File: src/rtl/bcd_entry_display.sv
// bcd_entry_display
//   Reader side of a three-digit BCD entry protocol. Digits arrive one per
//   digit_we strobe, ones first, then tens, then hundreds. The position
//   awaiting entry flashes on the seven-segment display, committed digits
//   show steady, and HEX3 shows the sign latched at start.
//
// Ports
//   CLOCK_50     in   system clock, rising edge
//   reset_n      in   synchronous reset, active-low
//   start        in   pulse: begin a new entry, clear value, latch sign_in
//   sign_in      in   sign for the new entry (1 = negative)
//   digit_we     in   pulse: commit digit_in to the expected position
//   digit_in     in   BCD digit being committed
//   track_inp    out  expected position: 0 none, 1 ones, 2 tens, 3 hundreds
//   value_out    out  latched BCD value {huns, tens, ones}
//   value_valid  out  high while all three digits are committed
//   digit_err    out  one-cycle pulse when a commit is rejected (> 9)
//   HEX0..HEX2   out  ones/tens/hundreds digit, {g,f,e,d,c,b,a} active-low
//   HEX3         out  sign: '-' when negative, blank otherwise
module bcd_entry_display #(
   parameter int FLASH_DIV = 25000000
) (
   input  logic        CLOCK_50,
   input  logic        reset_n,
   input  logic        start,
   input  logic        sign_in,
   input  logic        digit_we,
   input  logic [3:0]  digit_in,
   output logic [1:0]  track_inp,
   output logic [11:0] value_out,
   output logic        value_valid,
   output logic        digit_err,
   output logic [6:0]  HEX0,
   output logic [6:0]  HEX1,
   output logic [6:0]  HEX2,
   output logic [6:0]  HEX3
);

   localparam int CW = $clog2(FLASH_DIV);
   localparam logic [CW-1:0] CNT_MAX = CW'(FLASH_DIV - 1);
   localparam logic [6:0] SEG_BLANK = 7'b1111111;
   localparam logic [6:0] SEG_MINUS = 7'b0111111;

   typedef enum logic [2:0] {S_IDLE, S_ONES, S_TENS, S_HUNS, S_SHOW} state_t;

   function automatic logic [6:0] seg7(input logic [3:0] d);
      case (d)
         4'd0:    seg7 = 7'b1000000;
         4'd1:    seg7 = 7'b1111001;
         4'd2:    seg7 = 7'b0100100;
         4'd3:    seg7 = 7'b0110000;
         4'd4:    seg7 = 7'b0011001;
         4'd5:    seg7 = 7'b0010010;
         4'd6:    seg7 = 7'b0000010;
         4'd7:    seg7 = 7'b1111000;
         4'd8:    seg7 = 7'b0000000;
         4'd9:    seg7 = 7'b0010000;
         default: seg7 = SEG_BLANK;
      endcase
   endfunction

   state_t        state_q, state_d;
   logic [11:0]   value_q, value_d;
   logic          sign_q, sign_d;
   logic          err_q, err_d;
   logic [CW-1:0] cnt_q, cnt_d;
   logic          phase_q, phase_d;
   logic [1:0]    track_q, track_d;
   logic          valid_q, valid_d;
   logic [6:0]    hex0_q, hex0_d;
   logic [6:0]    hex1_q, hex1_d;
   logic [6:0]    hex2_q, hex2_d;
   logic [6:0]    hex3_q, hex3_d;
   logic          entering;
   logic          restart;

   always_comb begin
      state_d  = state_q;
      value_d  = value_q;
      sign_d   = sign_q;
      err_d    = 1'b0;
      cnt_d    = cnt_q;
      phase_d  = phase_q;
      track_d  = 2'd0;
      entering = (state_q == S_ONES) || (state_q == S_TENS) || (state_q == S_HUNS);

      // start has priority over a simultaneous commit, which is discarded
      if (start) begin
         state_d = S_ONES;
         value_d = 12'h000;
         sign_d  = sign_in;
      end else if (digit_we && entering) begin
         if (digit_in > 4'd9) begin
            err_d = 1'b1;
         end else begin
            case (state_q)
               S_ONES: begin value_d[3:0]  = digit_in; state_d = S_TENS; end
               S_TENS: begin value_d[7:4]  = digit_in; state_d = S_HUNS; end
               S_HUNS: begin value_d[11:8] = digit_in; state_d = S_SHOW; end
               default: ;
            endcase
         end
      end

      // A restart (including start while already in ONES) relights the
      // newly expected digit for a full half-period before it blanks.
      restart = start || (state_d != state_q);
      if (restart) begin
         cnt_d   = '0;
         phase_d = 1'b0;
      end else if (entering) begin
         if (cnt_q == CNT_MAX) begin
            cnt_d   = '0;
            phase_d = ~phase_q;
         end else begin
            cnt_d = cnt_q + CW'(1);
         end
      end

      case (state_d)
         S_ONES:  track_d = 2'd1;
         S_TENS:  track_d = 2'd2;
         S_HUNS:  track_d = 2'd3;
         default: track_d = 2'd0;
      endcase
      valid_d = (state_d == S_SHOW);

      // Outputs are registered from next-state values so every effect is
      // visible on the edge that samples its cause.
      hex0_d = (phase_d && track_d == 2'd1) ? SEG_BLANK : seg7(value_d[3:0]);
      hex1_d = (phase_d && track_d == 2'd2) ? SEG_BLANK : seg7(value_d[7:4]);
      hex2_d = (phase_d && track_d == 2'd3) ? SEG_BLANK : seg7(value_d[11:8]);
      hex3_d = sign_d ? SEG_MINUS : SEG_BLANK;
   end

   always_ff @(posedge CLOCK_50) begin
      if (!reset_n) begin
         state_q <= S_IDLE;
         value_q <= 12'h000;
         sign_q  <= 1'b0;
         err_q   <= 1'b0;
         cnt_q   <= '0;
         phase_q <= 1'b0;
         track_q <= 2'd0;
         valid_q <= 1'b0;
         hex0_q  <= 7'b1000000;
         hex1_q  <= 7'b1000000;
         hex2_q  <= 7'b1000000;
         hex3_q  <= SEG_BLANK;
      end else begin
         state_q <= state_d;
         value_q <= value_d;
         sign_q  <= sign_d;
         err_q   <= err_d;
         cnt_q   <= cnt_d;
         phase_q <= phase_d;
         track_q <= track_d;
         valid_q <= valid_d;
         hex0_q  <= hex0_d;
         hex1_q  <= hex1_d;
         hex2_q  <= hex2_d;
         hex3_q  <= hex3_d;
      end
   end

   assign track_inp   = track_q;
   assign value_out   = value_q;
   assign value_valid = valid_q;
   assign digit_err   = err_q;
   assign HEX0        = hex0_q;
   assign HEX1        = hex1_q;
   assign HEX2        = hex2_q;
   assign HEX3        = hex3_q;

endmodule

File: config.mk
export PLATFORM = sky130hd
export DESIGN_NAME = bcd_entry_display
export DESIGN_NICKNAME = d
export VERILOG_FILES = /design/src/rtl/bcd_entry_display.sv
export SDC_FILE = /design/constraint.sdc
export NUM_CORES = 1
export LEC_CHECK = 0
export BUFFER_PORTS_ARGS = -buffer_cell sky130_fd_sc_hd__clkbuf_2
export CAP_MARGIN = 30
export CORE_ASPECT_RATIO = 1.1
export CORE_MARGIN = 3
export CORE_UTILIZATION = 55
export DETAILED_ROUTE_END_ITERATION = 8
export PLACE_DENSITY = 0.88
export SYNTH_ARGS = -nofsm -noshare
export SYNTH_HDL_FRONTEND = slang
export SYNTH_SLANG_ARGS = --single-unit
File: constraint.sdc
create_clock -name CLOCK_50 -period 3.37 [get_ports CLOCK_50]
set_input_delay 0.674 -clock CLOCK_50 [delete_from_list [all_inputs] [get_ports CLOCK_50]]
set_output_delay 0.674 -clock CLOCK_50 [all_outputs]
set_load 0.02 [all_outputs]
==> Flow_metrics.wiki, run 1 <==
{| class="wikitable"
! Metric !! Value
|-
| Compound-cell area share of the yosys netlist || ~15%
|-
| Post-layout minimum cycle time || 2.49 ns
|-
| Remaining Overflow, GRT || 0
|-
| Max Buffers Root-to-Sink || 2
|-
| Setup crit end kind || register
|-
| Synth async-reset ratio || 0%
|-
| Clock-pin transition on the worst setup and hold timing paths || 0.08 ns
|-
| Largest fanout on the critical path || 11
|-
| Most frequent cell after synthesis || dfxtp_1
|-
| Area share of and/or/nand/nor cells after synthesis || 26.6%
|-
| Initial cell density of the core || 57.2%
|-
| Initial antenna violation count || 0
|-
| Terminus of the critical flop-to-flop path || HEX2[5]
|-
| Vias in the first global route || 2812
|-
| Power density relative to cell area || slightly above 400 mW/mm^2
|-
| Largest net degree at the start of global routing || 35
|-
| Share of the synthesized area in the top cell type || 38.2%
|-
| First-pass GRT wire length || 12.4 mm
|-
| Worst hold margin || 0.482 ns
|-
| Clock buffer count from CTS || 9
|-
| Final ANT Viol Nets || 0
|-
| Clk Latency, worst-skew pair || 0.35 ns
|-
| CTS Hold Buffers Added || 0
|-
| Port Buffers || 46
|-
| Arrival time of the worst setup path || 2.72 ns
|-
| Run status || completed
|-
| Post-Synthesis Mean Instance Area || 8.82 sq um
|-
| Cell count after synthesis || just over 400
|-
| Register-to-register path setup slack || 0.88 ns
|-
| Synthesis warning total || 0
|-
| EDFF count, synth || 0
|-
| Number of max-cap violations || 0
|-
| TritonCTS clock tree || done
|-
| Detailed Route Iter0 Violations || 153
|-
| Register area share after synthesis || 38.2%
|-
| Fmax achieved || ~0.40 GHz
|-
| Total net switching power || 391 uW
|-
| Non-Filler Cell Area, Final || 0.00400 sq mm
|-
| Total count of hold-check failures in the final report || 0
|-
| Count of pins on the block boundary || 53
|-
| Clk Tree Root Cell || clkbuf_8
|-
| Total half-perimeter wirelength after legalization and detailed placement || 5.55 mm
|-
| FF-to-FF Start || state_q[1]
|-
| Transition time at the pin with the least slew margin || a little over 0.8 ns
|-
| Post-CTS Setup Inserts || 0
|-
| Total routing usage reported by global routing || between 20% and 30%
|-
| Die boundary width || between 80 and 90 um
|-
| Routed vias || approximately 3000
|-
| Most common library cells after synthesis || dfxtp_1 (68), nor2_1 (47), nand2_1 (31)
|-
| Min-Delay Path Depth || 2
|-
| Type of the worst setup path || register to register
|-
| Mux cell area share after synthesis || 3.16%
|-
| RSZ-0062 raised after global routing || false
|-
| Part of the cycle the worst path needs || 73.8%
|-
| ANT cells || 0
|-
| H-tree depth || 3
|-
| Worst min-delay path category || register to register
|-
| Row count || 30
|-
| Dpl ws || 0.590 ns
|-
| Height of the die || 90.4 um
|-
| Placer's final routability congestion estimate || 0.892
|-
| Area inside the core boundary || 0.00623 sq mm
|-
| Routed length per instance || 14.3 um
|-
| Placed instance area || 0.00379 sq mm
|-
| Required @ worst endpoint || 3.60 ns
|-
| Worst supply voltage drop on vdd || 0.246 mV
|-
| Worst min-delay path endpoint || cnt_q[1]
|-
| Fin Setup TNS || 0 ns
|-
| Setup clock skew after layout || 0.00991 ns
|-
| Yosys top cell by area || dfxtp_1
|-
| Dominant synthesized flop cell || dfxtp_1
|-
| Cell area after synthesis || 0.00356 sq mm
|-
| Final wirelength || around 7.6 mm
|-
| Max-slew violation count || 0
|-
| Area share of fa/ha/maj cells after synthesis || between 5 and 6%
|-
| Seq cells post-synth || a little under 70
|-
| Share of total power in the clock network || 43.2%
|-
| Count of unique library cells instantiated by Yosys || approximately 70
|-
| Worst slew margin relative to its limit || 44.4%
|-
| Drt pass-1 iters || 4
|-
| Share of power burned in registers || about half
|-
| Setup Viol. Count Final || 0
|-
| Ratio of cells with drive above 1 in the final layout || between 20% and 30%
|-
| Critical path launch point type || register
|-
| Logic gate share of total power || 6.2%
|-
| Layout Nets || 471
|-
| PostCTS Resize Cnt || 0
|-
| Post-detailed-route via-to-cell ratio || approximately 5.5
|-
| Dominant combinational cell family by area after synthesis || simple AND/OR/NAND/NOR gates
|-
| Die footprint || 0.00748 sq mm
|-
| Area Growth Syn to Fin || 12.2%
|-
| Cell-internal power || 1230 uW
|-
| Leakage power || 0.00158 uW
|-
| Worst r2r path cells || 7
|-
| Top area cells in the synthesized netlist || dfxtp_1 (38%), ha_1 (5.6%), nor2_1 (4.9%), xnor2_1 (3.7%), nand2_1 (3.3%)
|-
| Final worst setup slack || ~0.9 ns
|-
| Switching Fraction || 24.2%
|-
| Clock sink total || 68
|-
| Xor-xnor portion of the synthesized cell area || approximately 5.4%
|-
| Number of design rule violations left after detail routing || 0
|-
| Hold wc startpoint || cnt_q[1]
|}
==> layout by cell type (no fill, tap or decap), types with 3 or more instances in the layout <==
cell type	count
o21ai_0	13
nand3b_1	7
or4_1	3
nand4_1	3
and2_1	12
mux2i_1	9
nand3_1	16
o21a_1	7
nor3_1	12
a21o_1	5
a211oi_1	3
a21oi_1	14
and4_2	3
or3_1	5
dfxtp_1	68
buf_4	3
ha_1	16
nand2_1	31
a21boi_1	6
clkbuf_8	11
o21ai_1	3
conb_1	6
and3_1	6
clkbuf_2	46
nor2b_1	12
or2_2	3
o211ai_1	3
xnor2_1	15
xor2_1	7
inv_1	13
nor2_1	47
==> registers in the layout, indices dropped and copies added (netlist names), 2 cells and up <==
name	flops
state_q	3
HEX1	7
HEX2	7
HEX0	7
cnt_q	25
track_inp	2
value_out	12
==> cells by family (layout without fill, tap and decap cells) <==
family / Yosys count / after routing
multiplexers: 11 / 11
adder cells (fa/ha/maj): 16 / 16
other: 1 / 6
XOR/XNOR: 22 / 22
flip-flops: 68 / 68
AO/OA/AOI/OAI: 74 / 74
buffers and inverters: 36 / 78
AND/OR/NAND/NOR: 176 / 176
==> critical path, stage by stage (launching register included) <==
cell and delay (ns):
dfxtp_1 0.57, nand4b_1 0.18, nor2_1 0.41, mux2i_1 0.53
inv_1 0.17, ha_1 0.24, o21ai_0 0.18, o21ai_1 0.09
==> area by class of cell <==
cell class	count	area (sq um)
Multi-Input combinational cell	305	2030
Inverter	13	48.8
Clock buffer	11	151
Timing Repair Buffer	49	253
Sequential cell	68	1360
Fill cell	524	2230
Tap cell	80	100
Clock inverter	5	58.8
==> routing by layer <==
layer	wire [um]	share of wire (%)	GRT usage [%]
met5	0	0	0
met4	162	2.1	8.86
met3	325	4.3	5.69
met2	3840	51	35.6
met1	3260	43	24.6
==> per-stage QoR <==
stage	std cells	power, uW	util (%)
6_report	531	1620	64.2
5_1_grt	531	1670	64.2
4_1_cts	531	1630	64.2
3_5_place_dp	515	934	60.8
3_3_place_gp	515	932	60.8
2_1_floorplan	409	914	-
==> worst max-delay path by stage <==
stage,startpoint,to,slack (ns),cells past startpoint
global placement,digit_in[2],HEX1[0],0.71,10
global route,state_q[1],HEX2[2],0.68,8
CTS,state_q[1],HEX2[5],0.88,7
finish,state_q[1],HEX2[5],0.88,7
floorplan,digit_in[1],HEX1[0],0.79,11
detailed placement,digit_in[1],HEX2[2],0.59,9
==> power groups by stage <==
stage          sequential [uW]  clock, uW  combinational (uW)
6_report                   817        699                 101
4_1_cts                    817        714                99.5
2_1_floorplan              839          0                75.4
3_5_place_dp               835          0                99.0
3_3_place_gp               835          0                97.2
5_1_grt                    817        741                 111
Note: power is estimated with default switching activity, not from simulation.
==> inputs of run 2 (changes only) <==
--- a/config.mk
+++ b/config.mk
@@ -5,6 +5,7 @@
 export SDC_FILE = /design/constraint.sdc
 export NUM_CORES = 1
 export LEC_CHECK = 0
+export ABC_AREA = 1
 export BUFFER_PORTS_ARGS = -buffer_cell sky130_fd_sc_hd__clkbuf_2
 export CAP_MARGIN = 30
 export CORE_ASPECT_RATIO = 1.1
==> constraint.sdc (replaced) <==
create_clock -name CLOCK_50 -period 2.4 [get_ports CLOCK_50]
set_input_delay 0.48 -clock CLOCK_50 [delete_from_list [all_inputs] [get_ports CLOCK_50]]
set_output_delay 0.48 -clock CLOCK_50 [all_outputs]
set_load 0.02 [all_outputs]
==> run 2 against run 1 <==
  * Area after synthesis increased by 11%
  * Synthesized cell count increased by 33%
  * Combinational power increased by 90%
  * Critical path type unchanged
  * Cell area increased by 13%
  * Non-clock buffer count increased by 6
  * First-iteration DRC count increased by 3.9%
  * Global-route usage increased by 2.4 points
  * Maximum frequency increased by 10%
  * Wire length increased by 22%
  * Count of clock-buffer cells in the layout decreased by 2
  * Critical path depth increased by 6
  * Register-to-register slack got worse by 0.74 ns
==> Flow_metrics.wiki, run 2 <==
{| class="wikitable"
! Metric !! Value
|-
| Final instance count without filler cells || 680
|-
| Non-Filler Cell Area, Final || 0.00451 sq mm
|-
| Height of the die || 94.9 um
|-
| Cell area after synthesis || 0.00395 sq mm
|-
| Critical path launch point type || register
|-
| Post-layout minimum cycle time || between 2 and 2.5 ns
|-
| Delay-heaviest family, CP || simple AND/OR/NAND/NOR gates
|-
| Routed length per instance || 13.7 um
|-
| Critical path, cell by cell || nand2_1 -> nand2_4 -> nand3_4 -> nor2_1 -> nor2_1 -> nor2_1 -> inv_1 -> ha_1 -> nand4_1 -> nand3_1 -> nand2_1 -> nor2_1 -> nor2_1
|-
| Setup crit end kind || register
|-
| Count of unique library cells instantiated by Yosys || 40
|-
| Clock buffer count from CTS || 9
|-
| Most frequent cells in the layout || nand2_1 (99), nor2_1 (94), inv_1 (72), dfxtp_1 (66), clkbuf_2 (46)
|-
| Ratio of cells with drive above 1 in the final layout || 22.6%
|-
| Drt pass-1 iters || 7
|-
| Detailed Route Iter0 Violations || 159
|-
| Count of pins on the block boundary || between 50 and 60
|-
| Placer's final routability congestion estimate || 0.922
|-
| EDFF count, synth || 0
|-
| Max-slew violation count || 0
|-
| Largest fanout on the critical path || 10
|-
| Seq cells post-synth || 68
|-
| Cell count after synthesis || 539
|-
| Total routing usage reported by global routing || 23.5%
|-
| Most common cell after layout, fill and taps aside || nand2_1
|-
| Final design utilization || 66.4%
|-
| Number of design rule violations left after detail routing || 0
|-
| Fmax achieved || 0.444 GHz
|-
| Post-detailed-route via-to-cell ratio || 5.29
|-
| Initial antenna violation count || 0
|-
| Top area cells in the synthesized netlist || dfxtp_1 (34%), nand2_1 (9.4%), nor2_1 (8.9%), inv_1 (6.8%), ha_1 (5.1%)
|-
| Largest net degree at the start of global routing || 23
|-
| Cell repeated most along the worst path || nor2_1
|-
| ANT cells || 0
|-
| Total half-perimeter wirelength after legalization and detailed placement || 6.83 mm
|-
| Max Buffers Root-to-Sink || 2
|-
| Post-Synthesis Mean Instance Area || 7.32 sq um
|-
| Part of the cycle the worst path needs || 93.9%
|-
| Buf/Inv on CP || 1
|-
| Number of max-cap violations || 0
|-
| Setup Viol. Count Final || 0
|-
| Total count of hold-check failures in the final report || 0
|-
| Type of the worst setup path || register to register
|-
| Clk Latency, worst-skew pair || 0.36 ns
|-
| Slowest cell on the critical path || dfxtp_2
|-
| Final ANT Viol Nets || 0
|-
| Worst path max stage delay || about 0.42 ns
|-
| Routed vias || about 3600
|-
| Total placed cells including tap cells || 663
|-
| Port Buffers || 46
|-
| CTS Hold Buffers Added || 0
|-
| Clk Tree Root Cell || clkbuf_8
|-
| Power density relative to cell area || 488 mW/mm^2
|-
| Share of the synthesized area in the top cell type || between 30% and 40%
|-
| Most common library cells after synthesis || nand2_1 (99), nor2_1 (94), inv_1 (72)
|-
| Run status || completed
|-
| Most frequent cell after synthesis || nand2_1
|-
| Flip-flop count of the largest register, all copies and words added || 25
|-
| Clock sink total || 68
|-
| Required @ worst endpoint || approximately 2.6 ns
|-
| H-tree depth || 3
|-
| Row count || 31
|-
| Register area share after synthesis || roughly 34%
|-
| Reg with most FFs || cnt_q
|-
| Worst slew margin relative to its limit || 56.1%
|-
| Remaining Overflow, GRT || 0
|-
| Initial cell density of the core || approximately three fifths
|-
| Arrival time of the worst setup path || 2.48 ns
|-
| Clock-pin transition on the worst setup and hold timing paths || ~0.08 ns
|-
| Leakage power || 0.00213 uW
|-
| Setup clock skew after layout || 0.00990 ns
|-
| Die boundary width || roughly 87 um
|-
| Worst min-delay path category || primary input to register
|-
| Dominant synthesized flop cell || dfxtp_1
|-
| Die footprint || 0.00823 sq mm
|-
| First-pass GRT wire length || 15.3 mm
|-
| Final wirelength || approximately 9.3 mm
|-
| Synthesis warning total || 0
|-
| Transition time at the pin with the least slew margin || 0.658 ns
|-
| Yosys top cell by area || dfxtp_1
|-
| Layout Nets || 618
|-
| Synth async-reset ratio || 0%
|-
| TritonCTS clock tree || done
|-
| Vias in the first global route || 3487
|-
| Area Growth Syn to Fin || 14.2%
|-
| Worst supply voltage drop on vdd || 0.330 mV
|-
| Area inside the core boundary || about 0.0068 sq mm
|-
| Placed instance area || 0.00430 sq mm
|}
-- run 2: cell types whose count changed in the layout (fill, tap and decap cells not counted), sizes merged, moves of 9 or more --
| cell | before | now |
|---|---|---|
| o21ai | 17 | 4 |
| inv | 14 | 79 |
| nor2b | 12 | 0 |
| nand3 | 17 | 58 |
| nand4 | 3 | 27 |
| nand2 | 32 | 113 |
| mux2i | 9 | 0 |
| and2 | 12 | 0 |
| xnor2 | 15 | 3 |
| nor2 | 47 | 106 |
-- run 2: metal layers --
metal	global-route usage, %	part of all wire [%]
met5	0	0
met4	10.5	2.3
met3	5.93	4.1
met2	41.1	52
met1	26.9	41
-- run 2: tightest hold or removal path, cell delays in order --
cell      delay (ns)
clkbuf_2        0.08
nor2_1          0.10
nor3_1          0.06
-- run 2: cells by family (layout without fill, tap and decap cells) --
| family | Yosys count | count (layout) | share of synthesized area [%] |
|---|---|---|---|
| xor gates and xnor gates | 10 | 10 | 2.22 |
| buffers and inverters | 96 | 150 | 10.0 |
| other | 1 | 6 | 0.0950 |
| AOI/OAI and AO/OA | 21 | 21 | 3.90 |
| and+or+nand+nor | 327 | 327 | 44.2 |
| adders and majority gates | 16 | 16 | 5.07 |
| DFF | 68 | 68 | 34.5 |
-- run 2: per-stage QoR --
| step | hold WS (ns) | setup slack, ns | total power [uW] | setup TNS (ns) |
|---|---|---|---|---|
| global placement | 0.472 | 0.205 | 1350 | 0 |
| detailed placement | 0.483 | 0.108 | 1360 | 0 |
| finish | 0.407 | 0.146 | 2200 | 0 |
| floorplan | 0.458 | 0.211 | 1310 | 0 |
| global route | 0.407 | -0.00834 | 2290 | -0.00834 |
| CTS | 0.399 | 0.0787 | 2200 | 0 |
-- run 2: where the power goes --
group	internal, uW	leakage, uW	switching [uW]
combinational	57.0	0.00150	135
clock	377	0.0000779	485
sequential	1140	0.000550	8.76
-- run 2: final timing paths --
check	cells after the start	endpoint	from	slack, ns
max	13	HEX2[3]	state_q[1]	0.15
min	3	sign_q	sign_in	0.41
max reg2reg	13	HEX2[3]	state_q[1]	0.15
min reg2reg	2	sign_q	sign_q	0.49
-- run 2: timing repair --
action | 4_1_cts | 5_1_grt
setup endpoints to repair | 0 | 10
setup buffers | 0 | 1
resized for setup | 0 | 4
-- run 2: area by class of cell --
| class | instances | area (sq um) |
|---|---|---|
| multi-input cells | 380 | 2220 |
| inverters | 79 | 298 |
| flip-flops and latches | 68 | 1360 |
| repair buffers | 55 | 348 |
| clock buffers | 9 | 124 |
| well taps | 82 | 103 |
| fillers | 532 | 2280 |
| clock inverters | 7 | 52.6 |
==> inputs of run 3 (changes only) <==
--- a/config.mk
+++ b/config.mk
@@ -13,6 +13,7 @@
 export CORE_UTILIZATION = 55
 export DETAILED_ROUTE_END_ITERATION = 8
 export PLACE_DENSITY = 0.88
+export RECOVER_POWER = 50
 export SYNTH_ARGS = -nofsm -noshare
 export SYNTH_HDL_FRONTEND = slang
 export SYNTH_SLANG_ARGS = --single-unit
==> run 3 against run 2 <==
  * Global-route usage unchanged
  * Non-clock buffer count is the same
  * Critical path type unchanged
  * Wire length rose by 0.52%
  * Worst hold slack improved by 0.0024 ns
  * Largest cell class unchanged
==> Flow_metrics.wiki, run 3 (synthesis results as in run 2) <==
{| class="wikitable"
! Metric !! Value
|-
| Critical path launch point type || register
|-
| Part of the cycle the worst path needs || 95.0%
|-
| Final instance count without filler cells || 680
|-
| Clock-pin transition on the worst setup and hold timing paths || 0.08 ns
|-
| Worst min-delay path category || primary input to register
|-
| Initial cell density of the core || 58.2%
|-
| Clk Tree Root Cell || clkbuf_8
|-
| Capturing element of the worst setup path || HEX2[3]
|-
| Fmax achieved || 0.439 GHz
|-
| Transition time at the pin with the least slew margin || 0.667 ns
|-
| Height of the die || 94.9 um
|-
| Routed length per instance || 13.7 um
|-
| Max-slew violation count || 0
|-
| ANT cells || 0
|-
| Number of design rule violations left after detail routing || 0
|-
| Flip-flop count of the largest register, all copies and words added || 25
|-
| Number of max-cap violations || 0
|-
| Post-detailed-route via-to-cell ratio || between 5 and 6
|-
| Final worst setup slack || about 0.12 ns
|-
| Die footprint || roughly 0.0082 sq mm
|-
| Sum of internal, switching and leakage power || 2190 uW
|-
| Final ANT Viol Nets || 0
|-
| Total placed cells including tap cells || 663
|-
| Crit path launch || state_q[1]
|-
| Dpl ws || 0.108 ns
|-
| Max Buffers Root-to-Sink || 2
|-
| Placer's final routability congestion estimate || 0.922
|-
| Setup clock skew after layout || between 0.009 and 0.01 ns
|-
| Total routing usage reported by global routing || 23.5%
|-
| TritonCTS clock tree || done
|-
| Remaining Overflow, GRT || 0
|-
| Clock buffer count from CTS || 9
|-
| Row count || 31
|-
| Reg with most FFs || cnt_q
|-
| Cell repeated most along the worst path || nor2_1
|-
| Initial antenna violation count || 0
|-
| Area Growth Syn to Fin || 12.4%
|-
| Worst r2r path cells || 13
|-
| Ratio of cells with drive above 1 in the final layout || 15.2%
|-
| First-pass GRT wire length || 15.3 mm
|-
| Required @ worst endpoint || 2.63 ns
|-
| Run status || completed
|-
| Setup Viol. Count Final || 0
|-
| Vias in the first global route || 3487
|-
| Leakage power || about 0.002 uW
|-
| Port Buffers || 46
|-
| Routed vias || 3620
|-
| Slowest cell on the critical path || dfxtp_2
|-
| Register-to-register path setup slack || between 0.1 and 0.15 ns
|-
| Post-layout minimum cycle time || 2.28 ns
|-
| H-tree depth || 3
|-
| Type of the worst setup path || register to register
|-
| Count of pins on the block boundary || 53
|-
| Critical path, cell by cell || nand2_1 -> nand2_4 -> nand3_4 -> nor2_1 -> nor2_1 -> nor2_1 -> inv_1 -> ha_1 -> nand4_1 -> nand3_1 -> nand2_1 -> nor2_1 -> nor2_1
|-
| Worst path max stage delay || 0.42 ns
|-
| Most frequent cells in the layout || nand2_1 (100), nor2_1 (94), inv_1 (73), dfxtp_1 (66), nand3_1 (41)
|-
| Clock sink total || 68
|-
| Worst supply voltage drop on vdd || around 0.33 mV
|-
| Total half-perimeter wirelength after legalization and detailed placement || 6.83 mm
|-
| FF-to-FF Start || state_q[1]
|-
| Clk Latency, worst-skew pair || 0.36 ns
|-
| Most common cell after layout, fill and taps aside || nand2_1
|-
| Detailed Route Iter0 Violations || between 150 and 200
|-
| Worst slew margin relative to its limit || 55.5%
|-
| Largest net degree at the start of global routing || 23
|-
| Drt pass-1 iters || 5
|-
| Area inside the core boundary || 0.00679 sq mm
|-
| Arrival time of the worst setup path || 2.51 ns
|-
| Terminus of the critical flop-to-flop path || HEX2[3]
|-
| Layout Nets || a little over 600
|-
| Power density relative to cell area || slightly below 500 mW/mm^2
|-
| Die boundary width || 86.8 um
|-
| Final design utilization || between 60% and 70%
|-
| Setup crit end kind || register
|-
| Total count of hold-check failures in the final report || 0
|-
| Largest fanout on the critical path || 10
|-
| Final wirelength || between 9 and 10 mm
|}
==> run 3: report_power, final <==
group / switching (uW) / internal (uW) / total, uW
clock: 479 / 377 / 856
combinational: 134 / 54.5 / 189
sequential: 8.75 / 1140 / 1150
total: 622 / 1570 / 2190
==> run 3: per-stage QoR <==
step | setup TNS [ns] | hold WS (ns) | instance area (sq um)
2_1_floorplan | 0 | 0.458 | 3970
3_3_place_gp | 0 | 0.472 | 4300
3_5_place_dp | 0 | 0.483 | 4300
4_1_cts | 0 | 0.399 | 4470
5_1_grt | -0.0118 | 0.407 | 4440
6_report | 0 | 0.409 | 4440
==> run 3: area by class of cell <==
type / instances / area, sq um
Multi-Input combinational cell: 380 / 2200
Tap cell: 82 / 103
Clock buffer: 9 / 124
Sequential cell: 68 / 1360
Inverter: 79 / 298
Fill cell: 561 / 2350
Clock inverter: 7 / 52.6
Timing Repair Buffer: 55 / 299
==> run 3: worst min-delay path by stage <==
stage,endpoint,slack [ns],depth (start not counted),start
after CTS,sign_q,0.40,3,sign_in
after global placement,sign_q,0.47,2,sign_q
after detailed placement,cnt_q[1],0.48,2,cnt_q[1]
final,sign_q,0.41,3,sign_in
after floorplan,sign_q,0.46,2,sign_q
after global routing,sign_q,0.41,3,sign_in
==> run 3: routing by layer <==
metal | wire length, um | track usage (%) | up-vias
li1 | - | - | 1810
met1 | 3800 | 26.9 | 1667
met2 | 4810 | 41.1 | 120
met3 | 502 | 5.93 | 23
met4 | 218 | 10.5 | 0
met5 | 0 | 0 | -
==> run 3: repair_timing <==
item | CTS | global route
endpoints found under the hold margin | 0 | 0
gates resized for setup | 0 | 4
endpoints found under the setup margin | 0 | 10
hold buffers | 0 | 0
setup buffers | 0 | 1
==> run 3: critical path: cells and delay by family (launching register included) <==
family / cells / cell delay, ns
fa+ha+maj: 1 / 0.31
buf+inv: 1 / 0.12
flops: 1 / 0.42
simple gates: 11 / 1.30
